===== config.mk =====
export PLATFORM = sky130hd
export DESIGN_NAME = stream_dwc_upsizer
export DESIGN_NICKNAME = d
export VERILOG_FILES = /design/src/rtl/stream_dwc_upsizer.sv
export SDC_FILE = /design/constraint.sdc
export NUM_CORES = 1
export LEC_CHECK = 0
export BUFFER_PORTS_ARGS = -buffer_cell sky130_fd_sc_hd__buf_2
export CELL_PAD_IN_SITES_DETAIL_PLACEMENT = 0
export CELL_PAD_IN_SITES_GLOBAL_PLACEMENT = 1
export CORE_UTILIZATION = 45
export DETAILED_ROUTE_END_ITERATION = 8
export PLACE_DENSITY = 0.78
export SLEW_MARGIN = 20
export SYNTH_ARGS = -nofsm -noshare
export SYNTH_HDL_FRONTEND = slang
export SYNTH_SLANG_ARGS = --single-unit

===== constraint.sdc =====
create_clock -name ap_clk -period 2.25 [get_ports ap_clk]
set_input_delay 0.1125 -clock ap_clk [delete_from_list [all_inputs] [get_ports ap_clk]]
set_output_delay 0.1125 -clock ap_clk [all_outputs]
set_load 0.01 [all_outputs]

===== src/rtl/stream_dwc_upsizer.sv =====
// Packs RATIO = OUT_WIDTH/IN_WIDTH narrow stream beats, LSB-first, into one registered wide beat.
// Optional macro DWC_TLAST_EN adds out_V_V_TLAST, which marks the last word of each WORDS_PER_FRAME-word frame.
module stream_dwc_upsizer #(
    parameter int IN_WIDTH        = 8,
    parameter int OUT_WIDTH       = 32,
    parameter int WORDS_PER_FRAME = 16
) (
    input  logic                 ap_clk,
    input  logic                 ap_rst,
    input  logic [IN_WIDTH-1:0]  in0_V_V_TDATA,
    input  logic                 in0_V_V_TVALID,
    output logic                 in0_V_V_TREADY,
    output logic [OUT_WIDTH-1:0] out_V_V_TDATA,
    output logic                 out_V_V_TVALID,
`ifdef DWC_TLAST_EN
    output logic                 out_V_V_TLAST,
`endif
    input  logic                 out_V_V_TREADY
);

    localparam int RATIO = OUT_WIDTH / IN_WIDTH;
    localparam int IDX_W = (RATIO > 2) ? $clog2(RATIO) : 1;
    localparam int ACC_W = ((RATIO > 1) ? (RATIO - 1) : 1) * IN_WIDTH;
    localparam logic [IDX_W-1:0] IDX_LAST = IDX_W'(RATIO - 1);

    generate
        if ((OUT_WIDTH % IN_WIDTH) != 0 || RATIO < 2) begin : g_bad_ratio
            $error("stream_dwc_upsizer: OUT_WIDTH must be an integer multiple (>= 2) of IN_WIDTH");
        end
        if (WORDS_PER_FRAME < 1) begin : g_bad_wpf
            $error("stream_dwc_upsizer: WORDS_PER_FRAME must be >= 1");
        end
    endgenerate

    logic [IDX_W-1:0]     idx_q, idx_d;
    logic [ACC_W-1:0]     acc_q, acc_d;
    logic [OUT_WIDTH-1:0] obuf_q, obuf_d;
    logic                 ovalid_q, ovalid_d;

    logic idx_last;
    logic in_accept;
    logic out_take;
    logic word_load;

    // Only the completing beat can be blocked; partial beats keep flowing while obuf stalls.
    assign idx_last       = (idx_q == IDX_LAST);
    assign in0_V_V_TREADY = !idx_last || !ovalid_q || out_V_V_TREADY;
    assign in_accept      = in0_V_V_TVALID && in0_V_V_TREADY;
    assign out_take       = ovalid_q && out_V_V_TREADY;
    assign word_load      = in_accept && idx_last;

    assign out_V_V_TDATA  = obuf_q;
    assign out_V_V_TVALID = ovalid_q;

    always_comb begin
        idx_d    = idx_q;
        acc_d    = acc_q;
        obuf_d   = obuf_q;
        ovalid_d = ovalid_q;

        if (out_take) begin
            ovalid_d = 1'b0;
        end

        if (in_accept) begin
            if (idx_last) begin
                obuf_d   = {in0_V_V_TDATA, acc_q};
                ovalid_d = 1'b1;
                idx_d    = '0;
            end else begin
                for (int k = 0; k < RATIO - 1; k++) begin
                    if (idx_q == IDX_W'(k)) begin
                        acc_d[k*IN_WIDTH +: IN_WIDTH] = in0_V_V_TDATA;
                    end
                end
                idx_d = idx_q + IDX_W'(1);
            end
        end
    end

    always_ff @(posedge ap_clk or posedge ap_rst) begin
        if (ap_rst) begin
            idx_q    <= '0;
            acc_q    <= '0;
            obuf_q   <= '0;
            ovalid_q <= 1'b0;
        end else begin
            idx_q    <= idx_d;
            acc_q    <= acc_d;
            obuf_q   <= obuf_d;
            ovalid_q <= ovalid_d;
        end
    end

`ifdef DWC_TLAST_EN
    localparam int WCNT_W = (WORDS_PER_FRAME > 1) ? $clog2(WORDS_PER_FRAME) : 1;
    localparam logic [WCNT_W-1:0] WCNT_LAST = WCNT_W'(WORDS_PER_FRAME - 1);

    logic [WCNT_W-1:0] wcnt_q, wcnt_d;
    logic              tlast_q, tlast_d;

    // TLAST travels with obuf, so it is loaded, held and dropped together with the data word.
    always_comb begin
        wcnt_d  = wcnt_q;
        tlast_d = tlast_q;
        if (out_take) begin
            tlast_d = 1'b0;
        end
        if (word_load) begin
            tlast_d = (wcnt_q == WCNT_LAST);
            wcnt_d  = (wcnt_q == WCNT_LAST) ? '0 : wcnt_q + WCNT_W'(1);
        end
    end

    always_ff @(posedge ap_clk or posedge ap_rst) begin
        if (ap_rst) begin
            wcnt_q  <= '0;
            tlast_q <= 1'b0;
        end else begin
            wcnt_q  <= wcnt_d;
            tlast_q <= tlast_d;
        end
    end

    assign out_V_V_TLAST = tlast_q;
`else
    logic unused_load;
    assign unused_load = word_load;
`endif

endmodule


==> run metrics, run 1 <==
max_slew headroom=0.573; ys async rst share=1.00; worst endpoint required time=2.45 ns; Psw=0.00125 W; R2R Setup Slk=0.50 ns; final period utilization=0.777; vias in the first global route=1297; initial DRC count=49; Gate power share=0.328; DRT Pass-1 Iters=4; WL final=4.04 mm; worst slack, placed=0.496 ns; r2r startpoint=idx_q[0]; GRT overflow=0; part of the power in the clock network=0.223; Final nets=211; Finish-stage setup viols=0; first-pass GRT wire length=6.40 mm; Reg2Reg Depth=5; CTS buffer count=9; Synth top cells by count=dfrtp_1, mux2_2, inv_1, ha_1; status=finished clean; Mapped Cells=139; hold_buf cts=1; DR top layer=met4; I/O Pins=46; FF+latch area=0.00148 mm2; Final Hold Viols=0; Setup TNS=0 ns; initial antenna violation count=0; YS warnings=0; Buffers on Ports=45; worst setup path class=reg -> reg; WP data arrival=1.95 ns; crit-path leading delay family=flip-flops; Root Driver=clkbuf_8; biggest cell delay along the critical path=0.41 ns; Sink Count=59; via density per instance=4.94; Syn Nets=155; Cell variety after synth=16; die width=73.4 um; max-cap violation count=0; detailed-route via count=1314; met2 routed wirelength=2.11 mm; Peak supply drop=0.000676 V; fillers=420; Seq pwr share=0.449; crit path launch=idx_q[0]; post-synthesis sequential area ratio=0.644; post-CTS setup buffer count=0; initial core utilization=0.476; crit path to=out_V_V_TDATA[13]; synth top area cells=dfrtp_1, mux2_2, ha_1, buf_6, mux2_1; Die Ht=73.4 um; PD cells=1490 mW/mm2; post-DP HPWL=2.83 mm; Crit. path cell count=5; max-slew violation count=0; Worst path slowest cell=dfrtp_1; share of the synthesized area in the top cell type=0.644; number of diodes=0; Die ar.=0.00539 mm2; Area Growth Syn to Fin=22.1%; Final ANT Viol Nets=0; clock slew at reported path FFs=0.05 ns; internal cell power=0.00294 W; M1 WL=1.66 mm; CP cell instances=ha_1 > nand2_1 > a21oi_4 > buf_4 > mux2_2; most common cell in the synthesized netlist=dfrtp_1; synthesized area=0.00229 mm2; multi-input logic area=764 um2; syn avg cell area=16.5 um2; number of flops mapped to enable cells by yosys=0; CP endpoint kind=flop; routed len/inst=15.2 um; fmax=0.572 GHz; clk_skew=0.00751 ns; H-tree depth=3; synthesized flop and latch total=59; sw frac=0.298; Crit Path Max Fanout=32; post_cts resized=0; CTS tree=built; RSZ-0062 raised after global routing=no; Min-Delay Path Class=in -> reg; largest net degree at the start of global routing=33; Final min period=1.75 ns; met3 WL=189 um; clk_lat worst skew=0.33 ns; CP Buf/Inv Count=1; Clock Path Buffers=2; area leader, netlist=dfrtp_1; core area=0.00482 mm2; total track usage=0.171; Core Rows=25; CP Launch Type=flop; Worst-Margin Slew=0.640 ns; Final WS setup=0.502 ns; Crit Reg-Reg Endpoint=out_V_V_TDATA[13]; LEAKAGE=1.32 nW; Main synth FF type=dfrtp_1; routability congestion estimate=0.736; layout cells sized above 1=0.603; DRC Markers=0
## routing by layer
layer,track usage,vias to the layer above
li1,-,603
met1,0.205,669
met2,0.275,33
met3,0.0631,9
met4,0.0833,0
met5,0,-
## worst reg2reg max path: stages (launching register included)
cell     delay [ns]
dfrtp_1        0.41
ha_1           0.21
nand2_1        0.11
a21oi_4        0.11
buf_4          0.38
mux2_2         0.41
## layout by cell type (no fill, tap or decap), types with 2 or more instances in the layout
master,netlist,layout
buf_2,0,45
clkbuf_1,0,2
clkbuf_8,0,11
dfrtp_1,59,59
ha_1,4,4
inv_1,5,4
mux2_1,3,3
mux2_2,53,53
nand2_2,3,3
## area by class of cell
class                           count  area share
Clock buffer                       13      0.0567
Multi-Input combinational cell     72       0.273
Tap cell                           67      0.0299
Timing Repair Buffer               48      0.0938
Clock inverter                      2      0.0125
Sequential cell                    59       0.527
Inverter                            5     0.00670
## worst min path at each step
stage,startpoint,end,depth (start not counted)
6_report,out_V_V_TREADY,out_V_V_TVALID,2
5_1_grt,out_V_V_TREADY,out_V_V_TVALID,2
4_1_cts,out_V_V_TREADY,out_V_V_TVALID,2
3_5_place_dp,ap_rst,out_V_V_TDATA[8],2
3_3_place_gp,ap_rst,out_V_V_TDATA[24],2
2_1_floorplan,in0_V_V_TVALID,idx_q[0],1
## power groups by stage
stage	Clock (W)	Sequential [W]	Combinational [W]
2_1_floorplan	0	0.00199	0.000803
3_3_place_gp	0	0.00186	0.00133
3_5_place_dp	0	0.00190	0.00140
4_1_cts	0.000952	0.00189	0.00140
5_1_grt	0.00102	0.00196	0.00149
6_report	0.000932	0.00188	0.00137
## sequential cells by signal, indices dropped and copies added (netlist names)
signal,cells
out_V_V_TDATA,32
acc_q,24
idx_q,2
out_V_V_TVALID,1
## logic make-up after synthesis
family,synth area share
DFF,0.644
muxes,0.275
buffers and inverters,0.0229
and+or+nand+nor,0.0185
AOI/OAI and AO/OA,0.0180
adders and majority gates,0.0218
## metrics by stage
step | utilization | hold WS, ns | total power [W] | std cells | cell area, um2
finish | 0.581 | 0.0106 | 0.00418 | 266 | 2800
global route | 0.581 | 0.0107 | 0.00446 | 266 | 2800
CTS | 0.581 | 0.00496 | 0.00424 | 266 | 2800
detailed placement | 0.539 | 0.241 | 0.00330 | 250 | 2600
global placement | 0.539 | 0.226 | 0.00320 | 250 | 2600
floorplan | - | 0.209 | 0.00279 | 139 | 2290
Note: power is estimated with default switching activity, not from simulation.
==> run 2: changes to the inputs <==
--- a/config.mk
+++ b/config.mk
@@ -5,10 +5,11 @@
 export SDC_FILE = /design/constraint.sdc
 export NUM_CORES = 1
 export LEC_CHECK = 0
+export ABC_AREA = 1
 export BUFFER_PORTS_ARGS = -buffer_cell sky130_fd_sc_hd__buf_2
 export CELL_PAD_IN_SITES_DETAIL_PLACEMENT = 0
 export CELL_PAD_IN_SITES_GLOBAL_PLACEMENT = 1
-export CORE_UTILIZATION = 45
+export CORE_UTILIZATION = 42
 export DETAILED_ROUTE_END_ITERATION = 8
 export PLACE_DENSITY = 0.78
 export SLEW_MARGIN = 20
==> constraint.sdc (replaced) <==
create_clock -name ap_clk -period 1.7 [get_ports ap_clk]
set_input_delay 0.085 -clock ap_clk [delete_from_list [all_inputs] [get_ports ap_clk]]
set_output_delay 0.085 -clock ap_clk [all_outputs]
set_load 0.01 [all_outputs]
==> run 2 against run 1 <==
Sequential share of layout area fell by 3.6 points. Via count is 48% higher. Utilization fell by 7.1 points. Register-to-register slack got worse by 0.24 ns. The flow now finishes with violations (DRC). Worst setup slack worse by 0.29 ns. Largest cell class unchanged. Non-clock buffer count rose by 4. First-iteration DRC count rose to 2.7 times the previous value. Count of clock-buffer cells in the layout down 1. Worst hold slack improved by 0.0046 ns. Flip-flop and latch count did not move. Routed wire length is 37% higher. Sequential power rose by 26%. Largest power group unchanged.
==> run metrics, run 2 <==
synthesized area=0.00256 mm2 (+12%); Final ANT Viol Nets=0 (unchanged); Reg2Reg Depth=4 (-1); Die Ht=80.0 um (+9.1%); most frequent cells in the layout=nand2_1, dfrtp_1, buf_2; routability congestion estimate=0.790 (+7.4%); fillers=565 (+35%); failing checks=DRC; Peak supply drop=0.000670 V (-0.87%); WP data arrival=1.40 ns (-0.55 ns); final period utilization=0.874; share of the synthesized area in the top cell type=0.577 (-0.0665); Main synth FF type=dfrtp_1; R2R Setup Slk=0.26 ns (-0.24 ns); via density per instance=4.86 (-1.6%); Clock Path Buffers=2 (unchanged); max-slew violation count=0 (unchanged); max-cap violation count=0 (unchanged); Finish-stage setup viols=0 (unchanged); initial antenna violation count=0 (unchanged); post-synthesis sequential area ratio=0.577 (-0.0665); fmax=0.673 GHz; die width=80.0 um (+9.1%); Crit Reg-Reg Endpoint=out_V_V_TDATA[12]; most common cell in the synthesized netlist=nand2_1; synth top area cells=dfrtp_1, nand2_1, nand4_1, nor2_8, buf_6; initial core utilization=0.435 (-0.0416); crit path launch=idx_q[0]; post-DP HPWL=3.67 mm (+30%); Syn Nets=289 (+86%); detailed-route via count=1949 (+48%); CP endpoint kind=output port; Worst-Margin Slew=0.543 ns (-0.0966 ns); final hold slack=0.0152 ns (+0.00461 ns); Root Driver=clkbuf_8; Core Rows=28 (+12%); CTS tree=built; CP Launch Type=flop; crit path to=in0_V_V_TREADY; Sink Count=59 (unchanged); Synth top cells by count=nand2_1, dfrtp_1, nand4_1, buf_2, inv_1; clk_lat worst skew=0.34 ns (about the same); DRT Pass-1 Iters=6 (+2); r2r startpoint=out_V_V_TVALID; RSZ-0062 raised after global routing=no; clock slew at reported path FFs=0.06 ns (about the same); Min-Delay Path Class=in -> reg; layout cells sized above 1=0.239 (-0.364); worst setup path class=reg -> out; Cell variety after synth=13 (-3); Buffers on Ports=45 (unchanged); PD cells=1740 mW/mm2 (+17%); most common cell after layout, fill and taps aside=nand2_1; syn avg cell area=9.37 um2 (-43%); number of flops mapped to enable cells by yosys=0 (unchanged); Final min period=1.49 ns; GRT overflow=0 (unchanged); Crit Path Max Fanout=6 (-81%); Area Growth Syn to Fin=17.5%; Final Hold Viols=0 (unchanged); multi-input logic area=948 um2 (+24%); H-tree depth=3 (unchanged); initial DRC count=132 (+170%); DRC Markers=1 (+1); first-pass GRT wire length=9.03 mm (+41%); Final nets=338 (+60%); clk_skew=0.00728 ns (-0.000228 ns); Die ar.=0.00641 mm2 (+19%); CTS buffer count=9 (unchanged); YS warnings=0 (unchanged); max_slew headroom=0.637 (+0.0645); core area=0.00589 mm2 (+22%); total track usage=0.192 (+0.0207); status=finished with violations; largest net degree at the start of global routing=34 (+3.0%); routed len/inst=13.8 um (-9.3%); area leader, netlist=dfrtp_1; synthesized flop and latch total=59 (unchanged); LEAKAGE=1.72 nW (+31%); Setup TNS=0 ns (unchanged); ys async rst share=1.00 (unchanged); WL final=5.52 mm (+37%); vias in the first global route=1840 (+42%); Mapped Cells=273 (+96%); I/O Pins=46 (unchanged); FF+latch area=0.00148 mm2 (unchanged); max FFs per register=32 (unchanged); number of diodes=0 (unchanged); worst endpoint required time=1.62 ns (-0.83 ns)
## run 2: changes by cell type in the layout (fill, tap and decap cells not counted), moves of 4 or more
cell	before	now
nand4_1	0	32
nand2_1	1	143
mux2_2	53	0
nand2_4	0	4
buf_4	1	5
nor2_8	0	4
## run 2: where the power goes
part	switching, W	total (W)	leakage [nW]	internal [W]
clock network	0.000528	0.00108	0.0860	0.000553
registers	0.000334	0.00236	0.748	0.00202
logic	0.00111	0.00180	0.890	0.000691
## run 2: repair_timing
| item | CTS | global route |
|---|---|---|
| endpoints found under the setup margin | 0 | 5 |
| endpoints found under the hold margin | 22 | 0 |
| resized for setup | 0 | 1 |
| hold buffers | 1 | 0 |
| setup buffers | 0 | 0 |
## run 2: cell type report
type	count	area share
Clock buffer	12	0.0483
Clock inverter	3	0.00500
Inverter	9	0.0112
Multi-Input combinational cell	191	0.316
Sequential cell	59	0.491
Tap cell	75	0.0312
Timing Repair Buffer	52	0.0974
## run 2: worst max-delay path, stage by stage (launching register included)
cell	delay (ns)
dfrtp_1	0.41
ha_2	0.34
nand3_1	0.15
buf_2	0.17
## run 2: worst min path at each step
| stage | from | to | cells past startpoint |
|---|---|---|---|
| global placement | ap_rst | out_V_V_TDATA[7] | 2 |
| finish | in0_V_V_TDATA[5] | acc_q[5] | 3 |
| CTS | in0_V_V_TDATA[0] | acc_q[8] | 3 |
| detailed placement | ap_rst | out_V_V_TDATA[7] | 2 |
| floorplan | in0_V_V_TDATA[0] | acc_q[0] | 2 |
| global route | in0_V_V_TDATA[0] | acc_q[16] | 3 |
## run 2: kinds of logic (layout without fill, tap and decap cells)
logic type / count (synthesis) / after routing / share of synthesized area
AND/OR/NAND/NOR: 187 / 187 / 0.350
buffers and inverters: 23 / 76 / 0.0528
adder cells (fa/ha/maj): 4 / 4 / 0.0196
flip-flops: 59 / 59 / 0.577
## run 2: per-layer routing
| metal | up-vias | GRT usage | wire [um] | part of all wire |
|---|---|---|---|---|
| li1 | 975 | - | - | - |
| met2 | 41 | 0.291 | 2650 | 0.48 |
| met5 | - | 0 | 0 | 0 |
| met1 | 924 | 0.260 | 2610 | 0.47 |
| met3 | 9 | 0.0377 | 182 | 0.033 |
| met4 | 0 | 0.0982 | 85 | 0.015 |
## run 2: per-stage QoR
step	instances	utilization	worst slack, ns	instance area [um2]	power [W]
finish	401	0.511	0.214	3010	0.00524
global route	401	0.511	0.0884	3010	0.00567
CTS	401	0.510	0.0663	3000	0.00530
detailed placement	385	0.481	0.135	2830	0.00419
global placement	385	0.481	0.173	2830	0.00416
floorplan	273	-	0.159	2560	0.00361
